--- src/rtl/deser_pkg.sv ---
// Shared types and defaults for the deserializer-sharing controller.
// The state enum is the controller's sequence; the constants are the default parameters.
package deser_pkg;

  typedef enum logic [2:0] {
    IDLE,
    START,
    SHIFT,
    WAIT,
    DELIVER
  } deser_state_t;

  localparam int DESER_N_BITS  = 8;
  localparam int DESER_CAP_DLY = 1;

endpackage

--- src/rtl/rr_arb2.sv ---
// Two-input round-robin arbiter: combinational pick, registered last-served pointer.
// On a tie the requester that was not served last wins; the pointer starts at 1.
module rr_arb2 (
  input  logic       clk,
  input  logic       reset,
  input  logic [1:0] req,
  input  logic       update,
  output logic [1:0] gnt_next
);

  logic last;  // index of the requester granted most recently

  always_comb begin
    // NOTE: every path assigns gnt_next (default arm included), so no latch is inferred.
    case (req)
      2'b01:   gnt_next = 2'b01;
      2'b10:   gnt_next = 2'b10;
      2'b11:   gnt_next = last ? 2'b01 : 2'b10;
      default: gnt_next = 2'b00;
    endcase
  end

  always_ff @(posedge clk or negedge reset) begin
    // NOTE: sequential state uses non-blocking assignments so all flops update together.
    if (!reset) begin
      last <= 1'b1;
    end else if (update) begin
      last <= gnt_next[1];
    end
  end

endmodule

--- src/rtl/deser_arbiter.sv ---
// Shares one serial-to-parallel FSM between two requesters: arbitrate, start the FSM,
// stream the winner's bits, capture the parallel result and hand it back with valid/ack.
module deser_arbiter
  import deser_pkg::*;
#(
  parameter int N_BITS  = DESER_N_BITS,
  parameter int CAP_DLY = DESER_CAP_DLY
) (
  input  logic              clk,
  input  logic              reset,
  input  logic [1:0]        req,
  input  logic [1:0]        ser_in,
  output logic [1:0]        gnt,
  output logic [1:0]        shift_en,
  output logic              fsm_start,
  output logic              fsm_in,
  input  logic [N_BITS-1:0] fsm_out,
  output logic [N_BITS-1:0] rdata,
  output logic [1:0]        rvalid,
  input  logic [1:0]        rack
);

  localparam int CW = $clog2(N_BITS + 1);
  localparam int DW = (CAP_DLY > 1) ? $clog2(CAP_DLY) : 1;

  deser_state_t    state, state_nx;
  logic [CW-1:0]   cnt;
  logic [DW-1:0]   dcnt;
  logic [1:0]      gnt_next;
  logic            arb_update;
  logic            capture;
  logic            last_bit;
  logic            last_wait;
  logic            ack;

  rr_arb2 u_arb (
    .clk      (clk),
    .reset    (reset),
    .req      (req),
    .update   (arb_update),
    .gnt_next (gnt_next)
  );

  assign last_bit  = (cnt == CW'(N_BITS - 1));
  assign last_wait = (dcnt == DW'(CAP_DLY - 1));
  // gnt is one-hot during a transfer, so this is rack of the owner only
  assign ack       = |(rack & gnt);

  always_comb begin
    state_nx   = state;
    arb_update = 1'b0;
    capture    = 1'b0;
    fsm_start  = 1'b0;
    fsm_in     = 1'b0;
    shift_en   = 2'b00;
    rvalid     = 2'b00;
    unique case (state)
      IDLE: begin
        if (|req) begin
          state_nx   = START;
          arb_update = 1'b1;
        end
      end
      START: begin
        fsm_start = 1'b1;
        state_nx  = SHIFT;
      end
      SHIFT: begin
        shift_en = gnt;
        fsm_in   = ser_in[gnt[1]];
        if (last_bit) begin
          if (CAP_DLY == 0) begin
            state_nx = DELIVER;
            capture  = 1'b1;
          end else begin
            state_nx = WAIT;
          end
        end
      end
      WAIT: begin
        if (last_wait) begin
          state_nx = DELIVER;
          capture  = 1'b1;
        end
      end
      DELIVER: begin
        rvalid = gnt;
        if (ack) state_nx = IDLE;
      end
      default: state_nx = IDLE;
    endcase
  end

  always_ff @(posedge clk or negedge reset) begin
    if (!reset) begin
      state <= IDLE;
      gnt   <= 2'b00;
      cnt   <= '0;
      dcnt  <= '0;
      // NOTE: rdata is a visible output that must read 0 after reset, so it is reset like control state.
      rdata <= '0;
    end else begin
      state <= state_nx;
      if (arb_update) begin
        gnt <= gnt_next;
      end else if (state == DELIVER && ack) begin
        gnt <= 2'b00;
      end
      if (state == START) begin
        cnt <= '0;
      end else if (state == SHIFT) begin
        cnt <= cnt + CW'(1);
      end
      if (state == WAIT) begin
        dcnt <= dcnt + DW'(1);
      end else begin
        dcnt <= '0;
      end
      if (capture) rdata <= fsm_out;
    end
  end

endmodule
--- config.mk ---
export PLATFORM = sky130hd
export DESIGN_NAME = deser_arbiter
export DESIGN_NICKNAME = d
export VERILOG_FILES = /design/src/rtl/deser_pkg.sv /design/src/rtl/rr_arb2.sv /design/src/rtl/deser_arbiter.sv
export SDC_FILE = /design/constraint.sdc
export NUM_CORES = 1
export LEC_CHECK = 0
export CORE_MARGIN = 3
export CORE_UTILIZATION = 50
export CTS_CLUSTER_DIAMETER = 80
export CTS_CLUSTER_SIZE = 14
export DETAILED_ROUTE_END_ITERATION = 10
export DONT_BUFFER_PORTS = 1
export MAX_ROUTING_LAYER = met4
export RECOVER_POWER = 100
export SLEW_MARGIN = 20
export SYNTH_ARGS = -nofsm -noshare
export SYNTH_HDL_FRONTEND = slang
export SYNTH_HIERARCHICAL = 1
export SYNTH_SLANG_ARGS = --single-unit
export TNS_END_PERCENT = 20
--- constraint.sdc ---
create_clock -name clk -period 1.6 [get_ports clk]
set_clock_uncertainty 0.15 [all_clocks]
set_input_delay 0.32 -clock clk [delete_from_list [all_inputs] [get_ports clk]]
set_output_delay 0.32 -clock clk [all_outputs]
set_load 0.02 [all_outputs]
==> reports/results.txt, run 1 <==
Routed WL per cell: 16.0 µm
relative slew slack: 0.435
Worst Setup End Kind: output pin
RSZ-0062 raised after global routing: true
max capacitance violation total: 0
FF+latch count, synth: 19
Startpoint Class: register
Sw Ratio: 0.405
largest net degree at the start of global routing: 20
total internal power: 0.00162 W
Final Cycle Share: 1.09
row count: 15
IO Pins: 32
number of remaining DRC errors: 0
WS Path Type: reg -> out
Data arrival, critical path: 1.27 ns
Worst Tran Pin Value: 0.845 ns
# clock sinks: 19
Root Driver: clkbuf_4
nets: 124
status: finished, violations left
area growth from synthesis to layout: 30.9%
initial antenna violation count: 0
Synthesized Nets: 98
die area: 2480 µm²
Remaining Overflow, GRT: 0
worst-path fanout max: 3
First-pass DRT Iterations: 3
Synth Instances: 81
Reg power frac: 0.391
final setup vio count: 15
Max Root-Sink Buffers: 2
synth unique cells: 33
Final Instance Count excl. Fillers: 131
cts bufs inserted: 3
Die W: 49.8 µm
syn avg cell area: 11.8 µm²
share of cells above drive strength 1: 0.415
placer congestion estimate: 0.781
Die Ht: 49.8 µm
max frequency: 0.574 GHz
crit path time final: 1.74 ns
via count: 743
total track usage: 0.186
Max Slew Vio Count: 0
Core Area: 1760 µm²
failing checks: setup timing
most frequent cells in the layout: dfrtp_1 (15), buf_4 (10), mux2_4 (9)
hold slack final: 0.0329 ns
final count of hold timing violations: 0
Routed Antenna Nets: 0
switching power total: 0.00110 W
Pleak: 0.564 nW
hpwl dp: 1380 µm
Clock transition at path regs: 0.10 ns
Synth Warn #: 6
clock share of power: 0.086
Min-Delay Path Class: in -> reg
Cell Count Post-Placement: 113
DR vias/cell: 5.67
Port Buffers: 0
Critical Path RT: 1.13 ns
first-pass GRT wire length: 3460 µm
CTS H-tree lvls: 1
WL final: 2090 µm
Seq/Total Area, Yosys: 0.497
Detailed Route Iter0 Violations: 6
Starting Density: 0.543
number of diodes: 0
latest clock arrival within the worst-skew pair: 0.29 ns
Pwr Density: 2170 nW/µm²
Post-Synthesis Cell Area: 958 µm²
power share of the combinational group: 0.523
vias in the first global route: 734
CTS tree: yes
Max VDD drop: 0.00117 V
most common cell after layout, fill and taps aside: dfrtp_1
final setup margin: -0.142 ns
cells in the mapped netlist:
library cell  count  area [µm²]
a21boi_0          1        7.51
nor2_1            5        18.8
clkbuf_1          2        7.51
dfrtp_1          18         450
a32oi_1           1        8.76
nor3b_2           1        12.5
mux2_4            9         135
and3_1            2        12.5
o21bai_1          1        7.51
a22o_1            6        52.6
nand4_1           1        6.26
nand2_1           2        7.51
inv_1             3        11.3
nand3_1           3        15.0
o22ai_1           1        6.26
nor3b_1           1        7.51
a31oi_1           3        18.8
o21ai_0           1        5.00
or2_1             2        12.5
dfstp_2           1        26.3
o211ai_1          1        7.51
a21oi_1           1        5.00
nor2b_1           1        6.26
and2_1            3        18.8
buf_2             1        5.00
mux2_2            1        11.3
nor3_1            2        10.0
ha_1              1        12.5
a21boi_2          1        11.3
nand2b_1          2        12.5
buf_6             1        11.3
mux2i_1           1        10.0
or4_1             1        7.51
sequential cells by signal (all words and copies together), names as in the netlist:
name	cells
u_arb/last	1
cnt	4
rdata	8
state	3
dcnt	1
gnt	2
what timing repair did:
| item | in CTS | in global routing |
|---|---|---|
| setup endpoints to repair | 6 | 16 |
| pin swaps | 2 | 2 |
| hold buffers | 1 | 7 |
| gates resized for setup | 16 | 5 |
| gates cloned | 0 | 0 |
| buffers inserted | 6 | 0 |
| hold endpoints to repair | 19 | 7 |
worst max-delay path, stage by stage, from the launching register on:
cell	delay [ns]
dfrtp_1	0.42
nand2b_4	0.15
buf_6	0.13
nor2_4	0.10
and2_4	0.18
routing by layer:
metal	GRT usage	vias to the layer above	part of all wire
met1	0.238	376	0.44
met5	-	-	0
li1	-	347	-
met2	0.302	18	0.51
met4	0.0553	0	0.0091
met3	0.0302	2	0.040
path summary, 6_finish.rpt:
kind	from	to	slack [ns]	depth (start not counted)
worst max register to register	state[2]$_DFFE_PN0P_	rdata[1]$_DFFE_PN0P_	-0.10	5
min in group asynchronous	reset	cnt[2]$_DFFE_PN0P_	0.42	1
worst max-delay path	state[2]$_DFFE_PN0P_	shift_en[1]	-0.14	4
max in group asynchronous	reset	state[1]$_DFFE_PN0P_	0.30	1
worst min-delay path	fsm_out[1]	rdata[1]$_DFFE_PN0P_	0.03	1
worst min register to register	cnt[1]$_DFFE_PN0P_	cnt[1]$_DFFE_PN0P_	0.42	1
layout make-up:
type | instances | area (µm²)
clock buffers | 3 | 22.5
inverters | 3 | 11.3
well taps | 25 | 31.3
multi-input cells | 55 | 484
repair buffers | 25 | 220
clock inverters | 1 | 5.00
fillers | 146 | 509
flip-flops and latches | 19 | 480
power groups by stage:
stage | Sequential [W] | Clock [W] | Combinational, W
global route | 0.00110 | 0.000273 | 0.00153
detailed placement | 0.00107 | 0 | 0.00114
CTS | 0.00106 | 0.000245 | 0.00139
global placement | 0.00106 | 0 | 0.00112
floorplan | 0.00103 | 0 | 0.000838
finish | 0.00107 | 0.000233 | 0.00143
per-stage QoR:
stage	total power (W)	utilization	setup WS, ns	area, µm²	TNS (ns)
after floorplan	0.00187	-	0.00897	958	0
after global placement	0.00218	0.594	0.0640	1050	0
after detailed placement	0.00221	0.594	0.0320	1050	0
after CTS	0.00270	0.669	-0.0973	1180	-0.653
after global routing	0.00291	0.711	-0.211	1250	-2.26
final	0.00273	0.711	-0.142	1250	-1.35
cells by family after synthesis:
group,Yosys count,synth area share
muxes,11,0.163
and+or+nand+nor,26,0.154
AOI/OAI and AO/OA,17,0.136
buffers and inverters,7,0.0365
DFF,19,0.497
adders and majority gates,1,0.0131
Power figures use the tool's default switching activity.
==> inputs of run 2 (changes only) <==
--- a/config.mk
+++ b/config.mk
@@ -5,6 +5,7 @@
 export SDC_FILE = /design/constraint.sdc
 export NUM_CORES = 1
 export LEC_CHECK = 0
+export ABC_AREA = 1
 export CORE_MARGIN = 3
 export CORE_UTILIZATION = 50
 export CTS_CLUSTER_DIAMETER = 80
==> run 2 against run 1 <==
Compared with the run above: utilization up 5.1 points; first-iteration DRC count down 17%; area after synthesis down 5.2%; critical path type unchanged; worst hold slack worse by 0.019 ns; sequential power about the same; highest routed layer unchanged; largest cell class is now flip-flops and latches; sequential cell count unchanged; the run still ends with setup timing left; fmax up 0.33%; worst setup slack better by 0.0058 ns; clock-buffer cell count unchanged.
==> reports/results.txt, run 2 <==
status: finished, violations left
failing checks: setup timing
cts bufs inserted: 3 (unchanged)
total track usage: 0.187 (+0.00105)
hold depth: 3 (+2)
Core Area: 1610 µm² (-8.7%)
max capacitance violation total: 0 (unchanged)
initial antenna violation count: 0 (unchanged)
nets: 162 (+31%)
number of diodes: 0 (unchanged)
row count: 14 (-1)
number of synthesized flops with an enable pin: 0 (unchanged)
Startpoint Class: register
synth unique cells: 18 (-45%)
via count: 819 (+10%)
max reg flops: 8 (unchanged)
first-pass GRT wire length: 3430 µm (-0.98%)
vias in the first global route: 812 (+11%)
FF+latch count, synth: 19 (unchanged)
Worst Setup End Kind: output pin
most frequent cells in the layout: nand2_1 (45), dfrtp_1 (16), inv_1 (10), dlygate4sd3_1 (10), buf_4 (10)
hpwl dp: 1350 µm (-2.1%)
final setup vio count: 12 (-3)
Worst Tran Pin Value: 0.836 ns (-0.00920 ns)
Max VDD drop: 0.00111 V (-5.1%)
Remaining Overflow, GRT: 0 (unchanged)
IO Pins: 32 (unchanged)
# clock sinks: 19 (unchanged)
top-count cell post-synth: nand2_1
top post-synthesis cells by area: dfrtp_1 (50%), nand2_1 (19%), inv_1 (5.4%)
Seq/Total Area, Yosys: 0.525 (+0.0274)
cells on worst reg2reg path: 6 (+1)
Starting Density: 0.564 (+0.0204)
top cell type's share of synthesized area: 0.496 (+0.0259)
Synth Instances: 118 (+46%)
Routed Antenna Nets: 0 (unchanged)
Critical Path RT: 1.13 ns (about the same)
WS Path Type: reg -> out
Primary FF master, synth: dfrtp_1
Die W: 48.6 µm (-2.3%)
worst-path fanout max: 4 (+1)
Biggest register: rdata
Routed WL per cell: 12.7 µm (-20%)
Max Root-Sink Buffers: 2 (unchanged)
most common cell after layout, fill and taps aside: nand2_1
max frequency: 0.576 GHz (+0.33%)
max incr delay on CP: 0.45 ns (+0.03 ns)
largest net degree at the start of global routing: 20 (unchanged)
Synthesized Nets: 135 (+38%)
CP max stage cell: dfrtp_1
crit path time final: 1.74 ns (-0.00578 ns)
Data arrival, critical path: 1.27 ns (about the same)
Overall Power: 0.00241 W (-12%)
asr flop ratio synth: 1.00 (unchanged)
Top Registers: rdata (8), cnt (4), state (3)
relative slew slack: 0.441 (+0.00615)
Pleak: 0.631 nW (+12%)
latest clock arrival within the worst-skew pair: 0.29 ns (about the same)
DR vias/cell: 4.88 (-14%)
dpl ws: 0.137 ns (+0.105 ns)
synth cell count leaders: nand2_1 (46), dfrtp_1 (18), inv_1 (13), nor2_1 (12), o21ai_0 (8)
final setup margin: -0.136 ns (+0.00578 ns)
WL final: 2140 µm (+2.4%)
Clock transition at path regs: 0.11 ns (about the same)
Post-Synthesis Cell Area: 908 µm² (-5.2%)
number of remaining DRC errors: 0 (unchanged)
RSZ-0062 raised after global routing: true
Port Buffers: 0 (unchanged)
Final Cycle Share: 1.09 (-0.00361)
Fillers: 122 (-16%)
Min-Delay Path Class: in -> reg
crit-path cells: nor2_4, nand2_4, a21oi_2, buf_4
area growth from synthesis to layout: 35.3%
cell taking the most area after synthesis: dfrtp_1
Pwr Density: 1960 nW/µm² (-9.8%)
CTS tree: yes
Die Ht: 48.6 µm (-2.3%)
syn avg cell area: 7.70 µm² (-35%)
Synth Warn #: 6 (unchanged)
CTS H-tree lvls: 1 (unchanged)
placer congestion estimate: 0.783 (+0.27%)
final count of hold timing violations: 0 (unchanged)
share of cells above drive strength 1: 0.229 (-0.186)
Root Driver: clkbuf_4
die area: 2360 µm² (-4.6%)
Detailed Route Iter0 Violations: 5 (-1)
Max Slew Vio Count: 0 (unchanged)
First-pass DRT Iterations: 4 (+1)
## run 2: cell type report
class | count | area [µm²] | area share
multi-input cells | 84 | 420 | 0.342
well taps | 24 | 30.0 | 0.0244
repair buffers | 23 | 209 | 0.170
flip-flops and latches | 19 | 479 | 0.390
inverters | 14 | 62.6 | 0.0509
clock inverters | 1 | 5.00 | 0.00407
clock buffers | 3 | 22.5 | 0.0183
## run 2: per-layer routing
metal | track usage | wire, µm | up-vias
li1 | - | - | 419
met1 | 0.220 | 883 | 381
met2 | 0.321 | 1160 | 17
met3 | 0.0276 | 85 | 2
met4 | 0.0711 | 14 | 0
met5 | - | 0 | -
## run 2: worst paths after layout
kind / startpoint / slack [ns] / to
setup reg to reg: state[0]$_DFFE_PN0P_ / -0.02 / rdata[1]$_DFFE_PN0P_
hold / removal: req[0] / 0.01 / u_arb/last$_DFFE_PN1P_
setup / recovery: state[2]$_DFFE_PN0P_ / -0.14 / fsm_in
min in group asynchronous: reset / 0.41 / rdata[1]$_DFFE_PN0P_
hold reg to reg: u_arb/last$_DFFE_PN1P_ / 0.35 / u_arb/last$_DFFE_PN1P_
max in group asynchronous: reset / 0.33 / state[0]$_DFFE_PN0P_
## run 2: worst max-delay path: cells and delay by family, from the launching register on
| kind | cells | cell delay, ns |
|---|---|---|
| buffers and inverters | 1 | 0.15 |
| AOI/OAI and AO/OA | 1 | 0.12 |
| DFF | 1 | 0.45 |
| and+or+nand+nor | 2 | 0.25 |
## run 2: report_power, final
part / switching [W] / leakage (nW) / internal (W)
combinational: 0.000667 / 0.380 / 0.000454
sequential: 0.000328 / 0.233 / 0.000716
clock: 0.000152 / 0.0177 / 0.0000930
## run 2: logic make-up (layout without fill, tap and decap cells)
family                     after synthesis  after routing  share of synthesized area
and+or+nand+nor                         70             70                      0.313
adders and majority gates                1              1                     0.0138
AOI/OAI and AO/OA                       13             13                     0.0771
DFF                                     19             19                      0.525
buffers and inverters                   15             41                     0.0716
## run 2: timing repair
action / in CTS / in global routing
hold buffers: 10 / 0
gates resized for setup: 4 / 20
buffers inserted: 5 / 1
setup endpoints to repair: 6 / 14
endpoints found under the hold margin: 28 / 0
pin swaps: 3 / 6
## run 2: per-stage QoR
stage          instance area (µm²)  hold slack (ns)  cells  setup TNS, ns  utilization
3_3_place_gp                   983           -0.125    148              0        0.610
5_1_grt                       1230          0.00569    168          -1.84        0.762
2_1_floorplan                  908           -0.126    118              0            -
4_1_cts                       1160           0.0155    167         -0.329        0.718
3_5_place_dp                   983           -0.125    148              0        0.610
6_report                      1230           0.0138    168         -0.552        0.762
